==> src/rtl/iter_div_pkg.sv <==
// Shared definitions for the iterative divider.
// Holds the FSM state encoding and the handshake constants used by iter_div.
package iter_div_pkg;

   // Handshake levels on start_i / ready_o
   localparam logic DivStart          = 1'b1;
   localparam logic DivStop           = 1'b0;
   localparam logic DivResultReady    = 1'b1;
   localparam logic DivResultNotReady = 1'b0;

   // All-zero operand word (operand width is 32 in every verified build)
   localparam logic [31:0] ZeroWord = 32'h0000_0000;

   // Divider control states; S_ZERO is only reachable in the divide-by-zero
   // detecting build.
   typedef enum logic [1:0] {
      S_IDLE = 2'b00,
      S_ZERO = 2'b01,
      S_CALC = 2'b10,
      S_DONE = 2'b11
   } div_state_e;

endpackage

==> src/rtl/iter_div.sv <==
// Iterative restoring divider, signed or unsigned, one quotient bit per cycle.
// Operands are latched as magnitudes when a start is accepted; the sign fix-up
// is applied once, on the transition into DONE. The result stays valid while
// start_i is held and clears on the first edge after start_i drops.
//
// Build option: define DIV_ZERO_DETECT_EN to short-circuit a zero divisor
// through the ZERO state (result 0, ready two edges after start). Without it a
// zero divisor runs the full iteration and returns the raw restoring result.
import iter_div_pkg::*;

module iter_div #(
   parameter int DIV_W = 32
) (
   input  logic                 clk,
   input  logic                 rst,
   input  logic                 signed_div_i,
   input  logic [DIV_W-1:0]     opdata1_i,
   input  logic [DIV_W-1:0]     opdata2_i,
   input  logic                 start_i,
   input  logic                 annul_i,
   output logic [2*DIV_W-1:0]   result_o,
   output logic                 ready_o
);

   div_state_e           state_reg, state_next;
   logic [DIV_W-1:0]     quo_reg, quo_next;      // dividend bits shift out, quotient bits shift in
   logic [DIV_W-1:0]     rem_reg, rem_next;      // partial remainder
   logic [DIV_W-1:0]     dvs_reg, dvs_next;      // divisor magnitude
   logic [5:0]           cnt_reg, cnt_next;      // completed iterations
   logic                 sign1_reg, sign1_next;  // dividend negative (signed mode only)
   logic                 sign2_reg, sign2_next;  // divisor negative (signed mode only)
   logic [2*DIV_W-1:0]   result_reg, result_next;
   logic                 ready_reg, ready_next;

   // Single restoring step: shift the next dividend bit into the remainder and
   // keep the subtraction only if it does not borrow.
   logic [DIV_W:0]       pr;
   logic                 borrow;
   logic [DIV_W-1:0]     sub_w;
   logic [DIV_W-1:0]     rem_step, quo_step;
   logic [DIV_W-1:0]     rem_fix, quo_fix;
   logic [DIV_W-1:0]     mag1, mag2;

   assign result_o = result_reg;
   assign ready_o  = ready_reg;

   // Datapath: one shift-subtract step, sign fix-up and operand magnitudes
   always_comb begin
      pr       = {rem_reg, quo_reg[DIV_W-1]};
      borrow   = (pr < {1'b0, dvs_reg});
      // When there is no borrow the true difference is below the divisor, so
      // the low DIV_W bits of the modular subtraction are exact.
      sub_w    = pr[DIV_W-1:0] - dvs_reg;
      rem_step = borrow ? pr[DIV_W-1:0] : sub_w;
      quo_step = {quo_reg[DIV_W-2:0], ~borrow};
      quo_fix  = (sign1_reg ^ sign2_reg) ? (~quo_step + 1'b1) : quo_step;
      rem_fix  = sign1_reg ? (~rem_step + 1'b1) : rem_step;
      mag1     = (signed_div_i && opdata1_i[DIV_W-1]) ? (~opdata1_i + 1'b1) : opdata1_i;
      mag2     = (signed_div_i && opdata2_i[DIV_W-1]) ? (~opdata2_i + 1'b1) : opdata2_i;
   end

   // Next-state and registered-output logic
   always_comb begin
      state_next  = state_reg;
      quo_next    = quo_reg;
      rem_next    = rem_reg;
      dvs_next    = dvs_reg;
      cnt_next    = cnt_reg;
      sign1_next  = sign1_reg;
      sign2_next  = sign2_reg;
      result_next = result_reg;
      ready_next  = ready_reg;

      case (state_reg)
         S_IDLE: begin
            ready_next  = DivResultNotReady;
            result_next = '0;
            if (start_i == DivStart && !annul_i) begin
               quo_next   = mag1;
               rem_next   = '0;
               dvs_next   = mag2;
               cnt_next   = '0;
               sign1_next = signed_div_i & opdata1_i[DIV_W-1];
               sign2_next = signed_div_i & opdata2_i[DIV_W-1];
`ifdef DIV_ZERO_DETECT_EN
               state_next = (opdata2_i == ZeroWord) ? S_ZERO : S_CALC;
`else
               state_next = S_CALC;
`endif
            end
         end

`ifdef DIV_ZERO_DETECT_EN
         S_ZERO: begin
            if (annul_i) begin
               state_next  = S_IDLE;
               ready_next  = DivResultNotReady;
               result_next = '0;
            end else begin
               state_next  = S_DONE;
               ready_next  = DivResultReady;
               result_next = '0;
            end
         end
`endif

         S_CALC: begin
            if (annul_i) begin
               state_next  = S_IDLE;
               ready_next  = DivResultNotReady;
               result_next = '0;
               cnt_next    = '0;
            end else begin
               quo_next = quo_step;
               rem_next = rem_step;
               cnt_next = cnt_reg + 6'd1;
               if (cnt_reg == 6'(DIV_W - 1)) begin
                  state_next  = S_DONE;
                  ready_next  = DivResultReady;
                  result_next = {rem_fix, quo_fix};
                  cnt_next    = '0;
               end
            end
         end

         S_DONE: begin
            if (annul_i || start_i == DivStop) begin
               state_next  = S_IDLE;
               ready_next  = DivResultNotReady;
               result_next = '0;
            end
         end

         default: begin
            state_next  = S_IDLE;
            ready_next  = DivResultNotReady;
            result_next = '0;
            cnt_next    = '0;
         end
      endcase
   end

   // State and output registers; reset wins over everything else
   always_ff @(posedge clk) begin
      if (rst) begin
         state_reg  <= S_IDLE;
         quo_reg    <= '0;
         rem_reg    <= '0;
         dvs_reg    <= '0;
         cnt_reg    <= '0;
         sign1_reg  <= 1'b0;
         sign2_reg  <= 1'b0;
         result_reg <= '0;
         ready_reg  <= DivResultNotReady;
      end else begin
         state_reg  <= state_next;
         quo_reg    <= quo_next;
         rem_reg    <= rem_next;
         dvs_reg    <= dvs_next;
         cnt_reg    <= cnt_next;
         sign1_reg  <= sign1_next;
         sign2_reg  <= sign2_next;
         result_reg <= result_next;
         ready_reg  <= ready_next;
      end
   end

endmodule

==> config.mk <==
export PLATFORM = sky130hd
export DESIGN_NAME = iter_div
export DESIGN_NICKNAME = d
export VERILOG_FILES = /design/src/rtl/iter_div_pkg.sv /design/src/rtl/iter_div.sv
export SDC_FILE = /design/constraint.sdc
export NUM_CORES = 1
export LEC_CHECK = 0
export BUFFER_PORTS_ARGS = -buffer_cell sky130_fd_sc_hd__buf_2
export CAP_MARGIN = 0
export CORE_MARGIN = 10
export CORE_UTILIZATION = 54
export CTS_CLUSTER_SIZE = 30
export DETAILED_ROUTE_END_ITERATION = 6
export HOLD_SLACK_MARGIN = 0.08
export PLACE_DENSITY = 0.85
export SLEW_MARGIN = 20
export SYNTH_ARGS = -nofsm -noshare
export SYNTH_HDL_FRONTEND = slang
export SYNTH_SLANG_ARGS = --single-unit
==> constraint.sdc <==
create_clock -name clk -period 4.8 [get_ports clk]
set_clock_uncertainty 0.05 [all_clocks]
set_input_delay 0.24 -clock clk [delete_from_list [all_inputs] [get_ports clk]]
set_output_delay 0.24 -clock clk [all_outputs]
set_load 0.01 [all_outputs]
Word level (Yosys, flattened, before mapping)
Cells that the tools add are included.
- add/subtract/negate cells: 6
- $lt $le $gt $ge: 1
- equality and inequality tests: 7
- muxes and demuxes: 28
- bitwise operators: 10
- reduce and logical (&&, ||, !) cells: 12
- operators by type and width (kind ; number):
    $mux W32 ; 9
    $mux W64 ; 3
    $add A32 B1 Y32 const B ; 4
    $not A32 Y32 ; 4
    $pmux W32 S2 ; 2
    $pmux W64 S2 ; 1
    $lt A33 B32 Y1 ; 1
    $sub A32 B32 Y32 ; 1
    $mux W6 ; 3
    $pmux W6 S3 ; 1
    $mux W2 ; 4
    $add A6 B1 Y6 const B ; 1
    $eq A6 B5 Y1 const B ; 1
    $ne A2 B2 Y1 const B ; 3
    $pmux W2 S3 ; 1
    $reduce_and A2 Y1 ; 3
    $reduce_and A3 Y1 ; 2
    $eq A2 B2 Y1 const B ; 2
    $logic_and A1 B1 Y1 ; 3
    $mux W1 ; 3
    $ne A3 B3 Y1 const B ; 1
    $not A1 Y1 ; 3
    $and A1 B1 Y1 ; 2
    $logic_not A2 Y1 ; 1
    other kinds (5) ; 5
- register bits after elaboration: 171
- input port bits: 69
- output and inout bits: 65

Logic depth before layout (Yosys ltp)
Gate-level depths: netlist of run 1.
- depth in word-level cells: 8
- depth in mapped cells: 25
- mapped depth without buffers: 20

Worst setup path before layout of run 1
No wires, ideal clock.
- path type: register to register
- from: register dvs_reg[26]
- to: register result_reg[62] (netlist: result_o[62])
- library setup time: 0.124 ns
- arrival: 4.831 ns
- slack: -0.205 ns
- stages on the path, launching flop included: 25
- path buffers: 5
- cell sequence: dfxtp_1 -> inv_1 -> ha_1 -> buf_6 -> a21oi_2 -> o21ai_2 -> a2111oi_2 -> a21bo_2 -> or3_1 -> buf_6 -> buf_6 -> buf_2 -> buf_1 -> mux2i_1 -> ha_1 -> inv_1 -> nor4_1 -> o311ai_0 -> o32a_1 -> o21bai_1 -> nor2_1 -> nand4b_1 -> o31ai_1 -> xor2_1 -> o21ai_1
- word-level cells in the longest chain between the ends: 8
- elaborated cells on any way between the ends: 9
- those cells by class: add/sub (2); order compare (1); mux (5); bitwise (1)
- ends and longest elaborated chain (item ; line ; text):
    start, declared ; iter_div.sv:28 ; logic [DIV_W-1:0] dvs_reg, dvs_next;
    start signal, assigned ; iter_div.sv:159 ; dvs_reg <= dvs_next;
    $sub A32 B32 Y32 or $lt A33 B32 Y1 (tied branches) ; iter_div.sv:53, iter_div.sv:50 ;
    $mux W32 * ; iter_div.sv:54 ; rem_step = borrow ? pr[DIV_W-1:0] : sub_w;
    $not A32 Y32 ; iter_div.sv:57 ; rem_fix = sign1_reg ? (~rem_step + 1'b1) : rem_step;
    $add A32 B1 Y32 ; iter_div.sv:57 ;
    $mux W32 * ; iter_div.sv:57 ;
    $mux W64 * ; iter_div.sv:117 ; if (cnt_reg == 6'(DIV_W - 1)) begin
    $mux W64 * ; iter_div.sv:108 ; if (annul_i) begin
    $pmux W64 S2 * ; iter_div.sv:74 ; case (state_reg)
    end signal, assigned ; iter_div.sv:163 ; result_reg <= result_next;
    end, declared ; iter_div.sv:32 ; logic [2*DIV_W-1:0] result_reg, result_next;
Mark *: on every way between the ends. The rest lies on a longest branch, timed or not. The select of a mux whose other input is x is not followed.
A chain may end at the register's enable or synchronous reset.

Final worst setup path of run 1
- from: register dvs_reg[28]
- to: register result_reg[62] (netlist: result_o[62])
Same word-level chain as after synthesis.

==> results of run 1 <==
==> cell type report <==
type / instances / share of cell area
clock inverter: 15 / 0.0136
antenna: 1 / 0.000191
tap: 275 / 0.0263
clock buffer: 17 / 0.0325
inverter: 60 / 0.0173
timing repair buffer: 176 / 0.0776
multi-input combinational: 1210 / 0.571
sequential: 171 / 0.262
==> cells by family after synthesis <==
kind of cell | synth area share
flip-flops | 0.301
AND/OR/NAND/NOR | 0.230
buffers and inverters | 0.0533
adder cells (fa/ha/maj) | 0.0425
XOR/XNOR | 0.102
AO/OA/AOI/OAI | 0.256
multiplexers | 0.0154
==> cell usage in the layout (no fill, tap or decap), types with 4 or more instances in the layout <==
cell,instances
a211oi_1,49
a21o_1,12
a21oi_1,143
a221o_1,4
a22oi_1,52
a311oi_1,5
a31oi_1,12
and2_1,10
and3_1,7
buf_2,132
buf_4,35
clkbuf_16,17
clkinv_8,5
dfxtp_1,171
dlygate4sd3_1,8
ha_1,36
inv_1,59
inv_8,5
mux2_2,4
mux2i_1,12
nand2_1,150
nand2b_1,9
nand3_1,19
nand3b_1,4
nor2_1,240
nor2b_1,7
nor3_1,38
nor4_1,15
o211ai_1,14
o21a_1,6
o21ai_0,77
o21ai_1,9
o31ai_1,19
o41ai_1,4
or2_2,8
or3_1,28
or4_1,9
xnor2_1,69
xor2_1,62
==> critical path, stage by stage, from the launching register on <==
cell	delay [ns]
dfxtp_1	0.33
inv_1	0.05
ha_1	0.35
a21oi_2	0.17
o21ai_2	0.09
a2111oi_2	0.39
a21bo_2	0.29
or3_4	0.41
mux2i_4	0.21
ha_2	0.23
inv_1	0.08
nor4_4	0.18
o311ai_2	0.16
o32a_1	0.36
o21bai_2	0.24
nor2_2	0.17
nand4b_1	0.15
o31ai_2	0.28
xor2_1	0.16
o21ai_1	0.07
==> worst paths after layout <==
kind,end,slack [ns]
worst max-delay path,result_o[62],0.24
worst min-delay path,dvs_reg[17],0.09
worst max register to register,result_o[62],0.24
worst min register to register,result_o[62],0.40
==> power breakdown <==
part / leakage (nW) / switching (mW) / total [mW] / internal, mW
logic: 3.69 / 0.764 / 1.21 / 0.444
registers: 1.39 / 0.0606 / 1.53 / 1.47
clock network: 0.296 / 0.702 / 1.41 / 0.705
==> per-layer routing <==
metal	vias to the layer above	global-route usage	share of wire
li1	5649	-	-
met1	5398	0.345	0.45
met2	525	0.366	0.43
met3	54	0.0493	0.10
met4	0	0.0809	0.023
met5	-	0	0
==> stage by stage <==
stage                     instances  TNS, ns
after floorplan                1533        0
final                          1925        0
after global routing           1924  -0.0184
after global placement         1882        0
after detailed placement       1882        0
after CTS                      1922        0
==> what timing repair did <==
| action | in CTS | in global routing |
|---|---|---|
| resized for setup | 0 | 17 |
| setup buffers | 0 | 2 |
| endpoints found under the hold margin | 8 | 0 |
| endpoints found under the setup margin | 0 | 16 |
| hold buffers | 8 | 0 |
==> impl_results.md, run 1 <==
- Status: complete, no violations
- Initial antenna violation count: 0
- Final ANT Viol Nets: 0
- Worst hold path type: in -> reg
- CTS max path bufs: 2
- Die X: roughly 170 microns
- Port Buffer Count: between 100 and 150
- Post-Synthesis Cells: 1533
- Initial Util: 0.544
- Tcrit/Tclk final: 0.950
- Hold Fails Final Rpt: 0
- FF/Latch Area: between 3000 and 4000 sq um
- Hold Crit Start: opdata2_i[17]
- # IOs: 134
- Grt ovf: 0
- CTS clk-pin slew, worst paths: ~0.070 ns
- Nets@finish: between 1500 and 2000
- Die height: 165 microns
- Worst EP arrival: ~4.8 ns
- Fmax: about 220 MHz
- Pleak: ~5.4 nW
- Site Rows: 53
- Slew margin rel.: 0.342
- H-tree Lvls: 4
- Hpwl dp: 25600 microns
- Post-route setup slack: around 0.24 ns
- Core area: between 20000 and 25000 sq um
- Max FFs per register: 64
- First-pass GRT wire length: ~55000 microns
- EDFF count, synth: 0
- Tot GR Track Use: 0.245
- Fin area: approximately 13000 sq um
- First-pass detailed-route iteration total: 5
- Global placer's final weighted congestion: roughly 1
- Total Power: 4.15 mW
- Multi-input logic area: approximately 7500 sq um
- Worst setup EP type: register
- Sequential fraction of the synthesis area: 0.301
- Synth Cell Area: around 11000 sq um
- Syn avg cell area: between 7 and 8 sq um
- Worst vdd ir: around 0.00020 V
- Post-route DRC violation count: 0
- Final core occ: 0.626
- Max Cap Viol: 0
- Clk Tree Root Cell: clkbuf_16
- Worst Hold Depth: 4
- Crit-path max FO: 5
- #FFs+latches synth: around 170
- Nature of the critical path startpoint: register
- DRT Wirelength: between 30000 and 40000 microns
- Synth-to-Final Area Change: 15.1%
- Synth Warn #: 0
- Layout cells sized above 1: 0.153
- Clock Sink Count: around 170
- Worst skew pair latency: 0.45 ns
- Top-area cell type share of the netlist area: 0.301
- Power per cell area: 317 nW/um^2
- Synth top cells by count: nor2_1 (243), dfxtp_1 (171), nand2_1 (151)
- Final min period: between 4 and 5 ns
- Most numerous cell in the Yosys netlist: nor2_1
- Req. time, crit path: 5.07 ns
- Final setup violation count: 0
- Wire per inst: ~18 microns
- Post-synth ARST share: 0
- Area post-placement: roughly 12000 sq um
- Worst-margin pin slew: 0.978 ns
- Pre-CTS WS: approximately 0.06 ns
- Vias/cell: 6.04
- # fillers: ~1800
- Drt initial violations: ~1200
- CTS tree: done
- Synth area leaders: dfxtp_1 (30%), nor2_1 (8.0%), a21oi_1 (6.4%)
- CTS buffer count: 17
- Setup Crit Path Kind: reg -> reg
- Worst setup path start: dvs_reg[28]
- Vias in the first global route: approximately 11000
- Largest net degree at the start of global routing: 86
- Max Slew Vio Count: 0
- Via count: ~12000
- R2r worst-path depth: 19
- Syn Nets: 1640
- Reg2reg start: dvs_reg[28]
- Dominant synthesized flop cell: dfxtp_1
- Leading area contributor after synthesis: dfxtp_1
- Synth cell types: 78
- Die ar.: ~27000 sq um
- Hold WS: between 0.08 and 0.09 ns
Power figures use the tool's default switching activity.
==> inputs of run 2 (changes only) <==
- ABC_AREA: not set -> 1
- CORE_UTILIZATION: 54 -> 55
- SLEW_MARGIN: 20 -> 30
==> run 2 against run 1 <==
Compared with the run above: the flow now finishes with violations (design-rule violations); cell area is 6.3% higher; clock power is 7% lower; area after synthesis is 11% higher; critical path type unchanged; critical endpoint is now result_o[26]; highest routed layer is now met5.
==> impl_results.md, run 2 <==
- CTS max path bufs: 2 (unchanged)
- Syn avg cell area: 6.04 sq um (was 7.42 sq um)
- Slew margin rel.: 0.402 (was 0.342)
- Worst hold path type: in -> reg (unchanged)
- CTS buffer count: 17 (unchanged)
- Final min period: 4.22 ns (was 4.56 ns)
- First-pass detailed-route iteration total: 7 (was 5)
- Via count: 13677 (was 11626)
- # fillers: 2207 (was 1847)
- Fmax: 237 MHz (was 219 MHz)
- EDFF count, synth: 0 (unchanged)
- Die height: 171 microns (was 165 microns)
- Die ar.: 29300 sq um (was 27300 sq um)
- Hold Crit Start: opdata2_i[10] (was opdata2_i[17])
- Critical R2R Capture: result_o[26] (was result_o[62])
- Setup Crit Path Kind: reg -> reg (unchanged)
- Cts hold-fix bufs: 2 (was 8)
- Synth cell types: 56 (was 78)
- Worst Hold Depth: 3 (was 4)
- Leading area contributor after synthesis: dfxtp_1 (unchanged)
- Nature of the critical path startpoint: register (unchanged)
- Pleak: 7.06 nW (was 5.37 nW)
- Setup repair bufs after CTS: 0 (unchanged)
- Vias in the first global route: 12592 (was 10771)
- Worst-margin pin slew: 0.896 ns (was 0.978 ns)
- Nets@finish: 2279 (was 1743)
- Worst vdd ir: 0.000224 V (was 0.000196 V)
- Total Power: 4.11 mW (was 4.15 mW)
- Unrepaired setup endpoints after global routing: no
- Req. time, crit path: 5.03 ns (was 5.07 ns)
- Global placer's final weighted congestion: 0.992 (was 0.972)
- Crit-path max FO: 10 (was 5)
- Synth Cell Area: 12600 sq um (was 11400 sq um)
- Hpwl dp: 30800 microns (was 25600 microns)
- Pre-CTS WS: 0.716 ns (was 0.0610 ns)
- Setup_tns: 0 ns (unchanged)
- # IOs: 134 (unchanged)
- Worst setup EP type: register (unchanged)
- Synth top cells by count: nand2_1 (620), inv_1 (296), a21oi_1 (213) (was nor2_1 (243), dfxtp_1 (171), nand2_1 (151))
- Post-route DRC violation count: 11 (was 0)
- Tot GR Track Use: 0.272 (was 0.245)
- DRT Wirelength: 40300 microns (was 34200 microns)
- Top-area cell type share of the netlist area: 0.272 (was 0.301)
- Synth area leaders: dfxtp_1 (27%), nand2_1 (19%), inv_1 (8.8%) (was dfxtp_1 (30%), nor2_1 (8.0%), a21oi_1 (6.4%))
- Final setup violation count: 0 (unchanged)
- Tcrit/Tclk final: 0.879 (was 0.950)
- Resized Gates After CTS: 0 (unchanged)
- Worst Hold Endpoint: dvs_reg[10] (was dvs_reg[17])
- ANT cells: 0 (was 1)
- Vias/cell: 5.54 (was 6.04)
- Fin area: 13900 sq um (was 13100 sq um)
- Area post-placement: 13400 sq um (was 12300 sq um)
- Final ANT Viol Nets: 0 (unchanged)
- Clk Tree Root Cell: clkbuf_16 (unchanged)
- Reg2reg start: dvs_reg[7] (was dvs_reg[28])
- Syn Nets: 2189 (was 1640)
- Wire per inst: 16.3 microns (was 17.8 microns)
- Drt initial violations: 1305 (was 1218)
- Post-synth ARST share: 0 (unchanged)
- Die X: 171 microns (was 165 microns)
- Max Cap Viol: 0 (unchanged)
- Layout cells sized above 1: 0.115 (was 0.153)
- Initial antenna violation count: 1 (was 0)
- Register-to-register setup slack: 0.58 ns (was 0.24 ns)
- Port Buffer Count: 133 (unchanged)
- R2r worst-path depth: 25 (was 19)
- Synth-to-Final Area Change: 10.6% (was 15.1%)
- First-pass GRT wire length: 64200 microns (was 54700 microns)
- CTS tree: done (unchanged)
- Largest net degree at the start of global routing: 85 (was 86)
- Initial Util: 0.557 (was 0.544)
- Hold Fails Final Rpt: 0 (unchanged)
- Post-Synthesis Cells: 2082 (was 1533)
- Worst EP arrival: 4.45 ns (was 4.83 ns)
- Post-route setup slack: 0.582 ns (was 0.241 ns)
- Status: finished, violations left (was complete, no violations)
- Max FFs per register: 64 (unchanged)
- Sequential fraction of the synthesis area: 0.272 (was 0.301)
- Core area: 22600 sq um (was 20900 sq um)
- CTS clk-pin slew, worst paths: 0.07 ns (about the same)
- Dominant synthesized flop cell: dfxtp_1 (unchanged)
- Grt ovf: 0 (unchanged)
- Site Rows: 55 (was 53)
- Failing checks: design-rule violations
- Commonest cells after routing, fill and taps aside: nand2_1 (620), inv_1 (295), a21oi_1 (213) (was nor2_1 (240), dfxtp_1 (171), nand2_1 (150))
- #FFs+latches synth: 171 (unchanged)
- Most numerous cell in the Yosys netlist: nand2_1 (was nor2_1)
- H-tree Lvls: 4 (unchanged)
- Synth Warn #: 0 (unchanged)
- Power per cell area: 295 nW/um^2 (was 317 nW/um^2)
- Most common cell after layout, fill and taps aside: nand2_1 (was nor2_1)
- Max Slew Vio Count: 0 (unchanged)
- Worst skew pair latency: 0.45 ns (about the same)
- Clock Sink Count: 171 (unchanged)
-- run 2: worst max-delay path, stage by stage (launching register included) --
cell	delay (ns)
dfxtp_1	0.33
inv_1	0.05
ha_1	0.35
nand2_2	0.14
inv_1	0.05
nand2_1	0.05
nand2_1	0.08
inv_1	0.07
nand3_2	0.13
nand2_2	0.12
nand2_4	0.09
a21oi_4	0.39
ha_1	0.26
nand2_1	0.06
nor2_1	0.14
nand3_1	0.12
nor3_1	0.25
nand3_1	0.17
nor2_1	0.20
nand4_1	0.15
nor2_1	0.19
nand3_1	0.14
o21ai_0	0.23
a21oi_1	0.09
o21ai_0	0.09
a21oi_1	0.09
-- run 2: where the power goes --
part | total [mW] | internal (mW) | switching [mW]
combinational | 1.27 | 0.392 | 0.875
clock | 1.31 | 0.681 | 0.628
sequential | 1.53 | 1.48 | 0.0498
-- run 2: per-layer routing --
metal / vias up / share of wire / GRT usage
li1: 6816 / - / -
met1: 6184 / 0.43 / 0.353
met2: 577 / 0.46 / 0.443
met3: 98 / 0.077 / 0.0408
met4: 2 / 0.034 / 0.109
met5: - / 0.00027 / 0
-- run 2: cell type report --
class                           instances  area [sq um]  area share
Multi-Input combinational cell       1529          7670       0.551
Tap cell                              285           357      0.0256
Clock buffer                           20           447      0.0321
Sequential cell                       171          3420       0.246
Clock inverter                         11          85.1     0.00612
Inverter                              307          1160      0.0832
Timing Repair Buffer                  146           771      0.0554
-- run 2: worst max path at each step --
stage	cells after the start	slack, ns	start	end
detailed placement	26	0.72	dvs_reg[7]	result_o[28]
global placement	26	0.89	dvs_reg[8]	result_o[28]
floorplan	26	1.47	dvs_reg[8]	result_o[28]
CTS	26	0.66	dvs_reg[7]	result_o[28]
global route	26	0.13	dvs_reg[8]	result_o[28]
finish	25	0.58	dvs_reg[7]	result_o[26]
-- run 2: metrics by stage --
| step | cells | util | hold WS (ns) |
|---|---|---|---|
| 6_report | 2469 | 0.616 | 0.0892 |
| 5_1_grt | 2469 | 0.616 | 0.102 |
| 4_1_cts | 2469 | 0.616 | 0.0813 |
| 3_5_place_dp | 2436 | 0.592 | 0.402 |
| 3_3_place_gp | 2436 | 0.592 | 0.398 |
| 2_1_floorplan | 2082 | - | 0.350 |
-- run 2: cells by family after synthesis --
kind of cell             after synthesis  synth area share
AND/OR/NAND/NOR                     1032             0.354
AO/OA/AOI/OAI                        396             0.173
XOR/XNOR                              63            0.0439
flip-flops                           171             0.272
adder cells (fa/ha/maj)               38            0.0384
buffers and inverters                382             0.119
